$ cat src/rtl/operand_entry.sv
// Keypad operand entry: one digit per key press into a BCD/binary operand, with an ASCII echo per digit.
// Optional macro BKSP_EN adds a backspace input and a RECALC state that rebuilds the binary value.
module operand_entry #(
    parameter int DIGITS = 4,
    parameter int BIN_W  = 14
) (
    input  logic                clk,
    input  logic                rst,
    input  logic [3:0]          digit_in,
    input  logic                digit_valid,
    input  logic                enter,
    input  logic                clr,
`ifdef BKSP_EN
    input  logic                bksp,
`endif
    output logic [4*DIGITS-1:0] bcd_out,
    output logic [BIN_W-1:0]    bin_out,
    output logic [3:0]          count,
    output logic                full,
    output logic [7:0]          echo_char,
    output logic                echo_valid,
    input  logic                echo_ready,
    output logic                operand_valid,
    output logic [BIN_W-1:0]    operand_bin
);
    typedef enum logic [1:0] {
        IDLE, ENTRY,
`ifdef BKSP_EN
        RECALC,
`endif
        ECHO
    } state_t;

    localparam logic [3:0] DIG_MAX = 4'(DIGITS);

    state_t              state_q, state_d;
    logic                dv_q;
    logic                pend_q, pend_d;
    logic [4*DIGITS-1:0] bcd_q, bcd_d;
    logic [BIN_W-1:0]    bin_q, bin_d, opb_q, opb_d;
    logic [3:0]          cnt_q, cnt_d;
    logic [7:0]          ech_q, ech_d;
    logic                ev_q, ev_d, opv_q, opv_d;
    logic                press, deliver;
`ifdef BKSP_EN
    logic [3:0]          rc_q, rc_d;
    logic [4*DIGITS-1:0] rc_sh;
    // rc_q counts remaining digits; the next one to fold in sits at nibble rc_q-1
    assign rc_sh = bcd_q >> {rc_q - 4'd1, 2'b00};
`endif

    function automatic logic [BIN_W-1:0] mac10(input logic [BIN_W-1:0] a, input logic [3:0] d);
        return (a << 3) + (a << 1) + BIN_W'(d);
    endfunction

    assign press = digit_valid & ~dv_q;

    always_comb begin
        state_d = state_q;
        pend_d  = pend_q;
        bcd_d   = bcd_q;
        bin_d   = bin_q;
        cnt_d   = cnt_q;
        ech_d   = ech_q;
        ev_d    = ev_q;
        opv_d   = 1'b0;
        opb_d   = opb_q;
        deliver = 1'b0;
`ifdef BKSP_EN
        rc_d    = rc_q;
`endif
        if (clr) begin
            state_d = IDLE;
            pend_d  = 1'b0;
            bcd_d   = '0;
            bin_d   = '0;
            cnt_d   = '0;
            ev_d    = 1'b0;
        end else begin
            case (state_q)
                IDLE, ENTRY: begin
                    if (enter) begin
                        deliver = 1'b1;
`ifdef BKSP_EN
                    end else if (bksp && state_q == ENTRY && cnt_q != 4'd0) begin
                        bcd_d = bcd_q >> 4;
                        bin_d = '0;
                        cnt_d = cnt_q - 4'd1;
                        rc_d  = cnt_q - 4'd1;
                        if (cnt_q == 4'd1) begin
                            ech_d   = 8'h08;
                            ev_d    = 1'b1;
                            state_d = ECHO;
                        end else begin
                            state_d = RECALC;
                        end
`endif
                    end else if (press && digit_in <= 4'd9 && cnt_q < DIG_MAX) begin
                        bcd_d   = (bcd_q << 4) | (4*DIGITS)'(digit_in);
                        bin_d   = mac10(bin_q, digit_in);
                        cnt_d   = cnt_q + 4'd1;
                        ech_d   = 8'h30 + {4'h0, digit_in};
                        ev_d    = 1'b1;
                        state_d = ECHO;
                    end
                end
                ECHO: begin
                    // an enter coinciding with the handshake still counts as pending
                    if (echo_ready) begin
                        ev_d = 1'b0;
                        if (pend_q || enter) deliver = 1'b1;
                        else state_d = (cnt_q == 4'd0) ? IDLE : ENTRY;
                    end else if (enter) begin
                        pend_d = 1'b1;
                    end
                end
`ifdef BKSP_EN
                RECALC: begin
                    bin_d = mac10(bin_q, rc_sh[3:0]);
                    rc_d  = rc_q - 4'd1;
                    if (rc_q == 4'd1) begin
                        ech_d   = 8'h08;
                        ev_d    = 1'b1;
                        state_d = ECHO;
                    end
                end
`endif
                default: state_d = IDLE;
            endcase
            if (deliver) begin
                opv_d   = 1'b1;
                opb_d   = bin_q;
                bcd_d   = '0;
                bin_d   = '0;
                cnt_d   = '0;
                pend_d  = 1'b0;
                state_d = IDLE;
            end
        end
    end

    always_ff @(posedge clk or negedge rst) begin
        if (!rst) begin
            state_q <= IDLE;
            dv_q    <= 1'b0;
            pend_q  <= 1'b0;
            bcd_q   <= '0;
            bin_q   <= '0;
            cnt_q   <= '0;
            ech_q   <= '0;
            ev_q    <= 1'b0;
            opv_q   <= 1'b0;
            opb_q   <= '0;
`ifdef BKSP_EN
            rc_q    <= '0;
`endif
        end else begin
            state_q <= state_d;
            dv_q    <= digit_valid;
            pend_q  <= pend_d;
            bcd_q   <= bcd_d;
            bin_q   <= bin_d;
            cnt_q   <= cnt_d;
            ech_q   <= ech_d;
            ev_q    <= ev_d;
            opv_q   <= opv_d;
            opb_q   <= opb_d;
`ifdef BKSP_EN
            rc_q    <= rc_d;
`endif
        end
    end

    assign bcd_out       = bcd_q;
    assign bin_out       = bin_q;
    assign count         = cnt_q;
    assign full          = (cnt_q == DIG_MAX);
    assign echo_char     = ech_q;
    assign echo_valid    = ev_q;
    assign operand_valid = opv_q;
    assign operand_bin   = opb_q;
endmodule

$ cat config.mk
export PLATFORM = sky130hd
export DESIGN_NAME = operand_entry
export DESIGN_NICKNAME = d
export VERILOG_FILES = /design/src/rtl/operand_entry.sv
export SDC_FILE = /design/constraint.sdc
export NUM_CORES = 1
export LEC_CHECK = 0
export CORE_MARGIN = 8
export CORE_UTILIZATION = 55
export CTS_BUF_LIST = sky130_fd_sc_hd__clkbuf_8
export CTS_CLUSTER_DIAMETER = 200
export DETAILED_ROUTE_END_ITERATION = 8
export PLACE_DENSITY = 0.88
export SLEW_MARGIN = 40
export SYNTH_ARGS = -nofsm -noshare
export SYNTH_HDL_FRONTEND = slang
export SYNTH_SLANG_ARGS = --single-unit
$ cat constraint.sdc
create_clock -name clk -period 5 [get_ports clk]
set_input_delay 0.75 -clock clk [delete_from_list [all_inputs] [get_ports clk]]
set_output_delay 0.75 -clock clk [all_outputs]
set_load 0.005 [all_outputs]
**Yosys cells after proc, flatten, opt, wreduce, memory -nomap -nowiden**

Index checks and enable logic that the tools add are counted.

- Memories: 0
- Memory bits (read-only): 0
- Bits in latches: 0
- Register bits after elaboration: 62
- RAM bits: 0

- $add $sub $neg: 4
- Mux-type cells: 40
- Div/mod/pow operators: 0
- Bitwise operators: 5
- Magnitude comparators: 2
- Shift-type cells: 0
- Reductions and logical operators: 17
- Equality and inequality tests: 12
- Multipliers: 0

Operator list:

| operator | number |
|---|---|
| 16-bit 2-to-1 mux | 5 |
| 14-bit 2-to-1 mux | 5 |
| 4-bit 2-to-1 mux | 5 |
| 1-bit 2-to-1 mux | 16 |
| 4-bit != test (second input constant) | 4 |
| 16-bit by 4-bit bitwise OR with 16-bit output | 1 |
| 3-bit nonzero test | 5 |
| 14-bit adder | 1 |
| 14-bit by 4-bit adder with 14-bit output | 1 |
| 2-bit 2-to-1 mux | 6 |
| 4-bit AND reduction | 3 |
| 3-bit != test (second input constant) | 3 |
| 6-bit by 4-bit adder with 7-bit output (first input constant) | 1 |
| 3-bit AND reduction | 2 |
| 4-bit by 1-bit adder with 4-bit output (second input constant) | 1 |
| 4-bit by 3-bit == test with 1-bit output (second input constant) | 1 |
| 4-bit less-or-equal comparator (second input constant) | 1 |
| 4-bit logical NOT | 1 |
| 4-bit by 3-bit less-than comparator with 1-bit output (second input constant) | 1 |
| 1-bit one-hot mux with 2 select lines | 2 |
| 2-bit one-hot mux with 2 select lines | 1 |
| 3-bit by 1-bit != test with 1-bit output (second input constant) | 1 |
| 3-bit by 2-bit != test with 1-bit output (second input constant) | 1 |
| 1-bit NOT | 3 |
| 8 further kinds | 9 |

**Depth between registers and ports, before layout**

- Depth after elaboration: 9
- Depth in mapped cells: 10
- Depth with buffers taken out: 10

**Worst setup path before layout**

OpenSTA, ideal clock, no wires.

- Path type: input port to flip-flop
- Start point: input port digit_in[3]
- End point: register bin_q[13], in the netlist bin_out[13]
- Required time: 4.878 ns
- Arrival time: 2.982 ns
- Library setup time: 0.122 ns
- Slack: 1.896 ns
- Stages on the path: 10
- Cells stage by stage: inv_1 fa_1 inv_1 ha_1 a21oi_1 nor2b_1 a31oi_1 nor4_1 or4_1 a32o_1

- Longest elaborated chain between the ends: 6
- Elaborated cells on any way between the ends: 11
- Those cells by class: add/sub (1); order compare (1); mux (5); reduce/logical (4)

RTL lines:

| what | RTL line | RTL |
|---|---|---|
| start: declaration | 9 | `input logic [3:0] digit_in,` |
| 14-bit by 4-bit adder with 14-bit output | 53 | `return (a << 3) + (a << 1) + BIN_W'(d);` |
| 14-bit 2-to-1 mux | 98 | `end else if (press && digit_in <= 4'd9 && cnt_q < DIG_MAX) begin` |
| 14-bit 2-to-1 mux | 82 | `if (enter) begin` |
| 14-bit 2-to-1 mux | 80 | `case (state_q)` |
| 14-bit 2-to-1 mux | 130 | `if (deliver) begin` |
| 14-bit 2-to-1 mux | 72 | `if (clr) begin` |
| end signal: assignment | 162 | `bin_q <= bin_d;` |
| end: declaration | 40 | `logic [BIN_W-1:0] bin_q, bin_d, opb_q, opb_d;` |

Several ways; a longest one is shown, not always the timed one. The select of a mux whose other input is x is not followed.
A chain may end at the register's enable or synchronous reset.

**Worst setup path in the final report**

Same ends and word-level chain as after synthesis.

==> key figures <==
Outcome
  – Status: completed

Clock tree
  – Clock Latency Late Sink: 0.34 ns
  – Htree depth: 3
  – CTS tree: done
  – CTS max path bufs: 2
  – Post-CTS setup buffers: 0
  – Gates resized, CTS repair: 0
  – # clock sinks: 58
  – Root buffer cell: clkbuf_8
  – Clk slew on worst S/H paths: 0.06 ns
  – Post-CTS Hold Buffers: 0
  – Total CTS buffers: 9

Yosys
  – Yosys top cell area share: 49.9%
  – Xor and xnor area share after synthesis: 3.31%
  – Yosys top cell by area: dfrtp_1
  – Post-synth ARST share: 100%
  – Distinct cell type count after synthesis: 44
  – Main combinational cell family by area after synthesis: compound AO/OA/AOI/OAI gates
  – Synth Register Bits: 58
  – Post-Syn Area: 0.00291 mm2
  – Seq/Total Area, Yosys: 49.9%
  – Syn avg cell area: 11.1 um2
  – Compound-Gate Fraction of Synth Area: 13.2%
  – Post-Synth Adder-Cell Area: 11.7%
  – Yosys Warn Count: 0
  – Top post-synthesis cells by area: dfrtp_1, ha_1, mux2_2, a22o_1, nand2_1
  – Post-synth EDFFs: 0
  – Top FF cell, synth: dfrtp_1
  – Mux contribution to synthesized area: 5.42%
  – Post-synthesis simple-gate area fraction: 11.4%
  – Top cells by count, synth: dfrtp_1, nand2_1, ha_1, o21ai_0
  – Most frequent cell after synthesis: dfrtp_1
  – Mapped Cells: 263

Worst setup path
  – Worst-path fanout max: 4
  – Worst path max stage delay: 0.60 ns
  – Critical Path RT: 5.22 ns
  – Data arrival, critical path: 3.77 ns
  – Worst Path Class, Setup: in2reg
  – Top cell by count, worst path: inv_1
  – CP delay by family, top: adder cells
  – Crit-path cells: clkdlybuf4s50_1, inv_1, fa_1, inv_1, ha_1, a21oi_1, nor2b_1, a31oi_1, nor4_1, or4_1, a32o_1
  – Crit path capture type: register
  – Worst path bufs/invs: 3
  – Crit path launch type: primary input
  – CP max stage cell: fa_1

Placed design
  – IO buf count: 66
  – Gpl congestion: 0.825
  – DP Wirelength: 5.05 mm
  – Inst Count DP: 388

Finish
  – Area grow syn2layout: 30.5%
  – Share of cells above drive strength 1: 11.1%
  – Filler cells: 376
  – Final Non-Filler Cells: 403
  – Area occupied by multi-input gates: 0.00132 mm2
  – Fin nets: 365
  – Sequential cell area: 0.00145 mm2
  – Diode count: 0

Global route
  – Number of global-route vias before repair: 2394
  – Gr ovfl total: 0
  – Tot GR Track Use: 19.7%
  – Largest net degree at the start of global routing: 59
  – First-pass GRT wire length: 11.8 mm
  – Initial antenna violation count: 0

STA
  – Max Clock Skew: 0.00776 ns
  – Setup violators final: 0
  – Max Clk Rate: 282 MHz
  – Setup TNS: 0 ns
  – Final Hold Viols: 0
  – Relative slew slack: 47.0%
  – Final period util: 71.0%
  – Final Critical Period: 3.55 ns
  – Slew @ Worst Pin: 0.795 ns
  – Final slew viol count: 0
  – RSZ-0062 raised after global routing: no

Routing
  – Vias per cell: 5.51
  – First-pass DRT Iterations: 4
  – Routed WL: 7.16 mm
  – # DRC: 0
  – Iteration-0 DRC Markers: 150
  – Via Count: 2221
  – WL per Instance: 17.8 um
  – Routed Antenna Nets: 0

Die
  – DIE HEIGHT: 88.7 um
  – Initial Util: 57.0%
  – Row Count: 26
  – DIE WIDTH: 88.7 um
  – IO Pins: 69
  – Core area: 0.00511 mm2
  – Die area: 0.00787 mm2

Pwr
  – PwrDens: 270 mW/mm2
  – Worst VDD drop: 0.151 mV
  – Leakage: 1.83 nW

Job
  – Max-Cap Viols: 0

Hold path
  – Hold Crit Class: reg2reg
[per-stage QoR]
stage / utilization, % / total power [mW] / instance area (um2) / worst slack (ns) / hold WS, ns
floorplan: - / 0.538 / 2910 / 1.90 / 0.454
global placement: 70.4 / 0.588 / 3590 / 1.25 / 0.458
detailed placement: 70.4 / 0.591 / 3590 / 1.14 / 0.470
CTS: 74.4 / 1.03 / 3800 / 1.47 / 0.486
global route: 74.4 / 1.06 / 3800 / 1.32 / 0.512
finish: 74.4 / 1.02 / 3800 / 1.45 / 0.486
[worst reg2reg max path: stages (launching register included)]
cell and delay (ns):
dfrtp_1 0.47, inv_1 0.12, fa_1 0.57, inv_1 0.06, ha_1 0.29, a21oi_1 0.15, nor2b_1 0.08, a31oi_1 0.39
nor4_1 0.12, or4_1 0.48, a32o_1 0.27
[power breakdown]
group | switching (mW) | internal, mW
Sequential | 0.00918 | 0.483
Combinational | 0.0472 | 0.0445
Clock | 0.175 | 0.265
[area by class of cell]
class                      instances  area share (%)
sequential                        58            38.2
multi-input combinational        176            34.8
timing repair buffer              69            17.9
clock buffer                      12            4.35
tap                               70            2.31
inverter                          15            1.48
clock inverter                     3            1.02
[logic make-up (layout without fill, tap and decap cells)]
group / after synthesis / count (layout)
adders and majority gates: 26 / 26
and+or+nand+nor: 66 / 66
DFF: 58 / 58
AOI/OAI and AO/OA: 57 / 57
xor gates and xnor gates: 11 / 11
other: 1 / 2
buffers and inverters: 30 / 99
muxes: 14 / 14
[final timing paths]
path                         startpoint       endpoint  slack, ns  depth (start not counted)
setup reg to reg             bcd_out[0]    bin_out[13]       1.88                         10
setup / recovery            digit_in[3]    bin_out[13]       1.45                         11
hold reg to reg            echo_char[2]   echo_char[2]       0.49                          2
min in group asynchronous           rst  operand_valid       0.56                          2
max in group asynchronous           rst     bcd_out[3]       3.96                          2
hold / removal             echo_char[2]   echo_char[2]       0.49                          2
[layer usage]
layer / global-route usage (%) / vias to the layer above / routed length (um)
li1: - / 1045 / -
met1: 22.7 / 1096 / 2950
met5: 0 / - / 0
met4: 8.29 / 0 / 106
met3: 4.74 / 10 / 479
met2: 33.8 / 70 / 3630
[state kept, by name (all words and copies together) (netlist names)]
signal / flops
bcd_out: 16
operand_bin: 14
bin_out: 13
echo_char: 5
count: 4
state_q: 2
dv_q: 1
echo_valid: 1
operand_valid: 1
pend_q: 1
[cell usage in the layout, fill, tap and decap left out, drive strengths merged, types with 2 or more instances in the layout]
master | synthesis | final
buf | 9 | 4
ha | 24 | 24
inv | 15 | 16
a31oi | 3 | 3
fa | 2 | 2
mux2 | 14 | 14
clkdlybuf4s50 | 0 | 65
a22o | 15 | 15
clkbuf | 6 | 12
a21oi | 11 | 11
or2 | 2 | 2
nand2 | 33 | 33
or4 | 2 | 2
conb | 1 | 2
nand2b | 3 | 3
o31ai | 2 | 2
nor4 | 2 | 2
nor2b | 3 | 3
nand4 | 2 | 2
and3 | 3 | 3
xor2 | 5 | 5
xnor2 | 6 | 6
dfrtp | 58 | 58
nor2 | 11 | 11
o21ai | 17 | 17
Note: power is estimated with default switching activity, not from simulation.
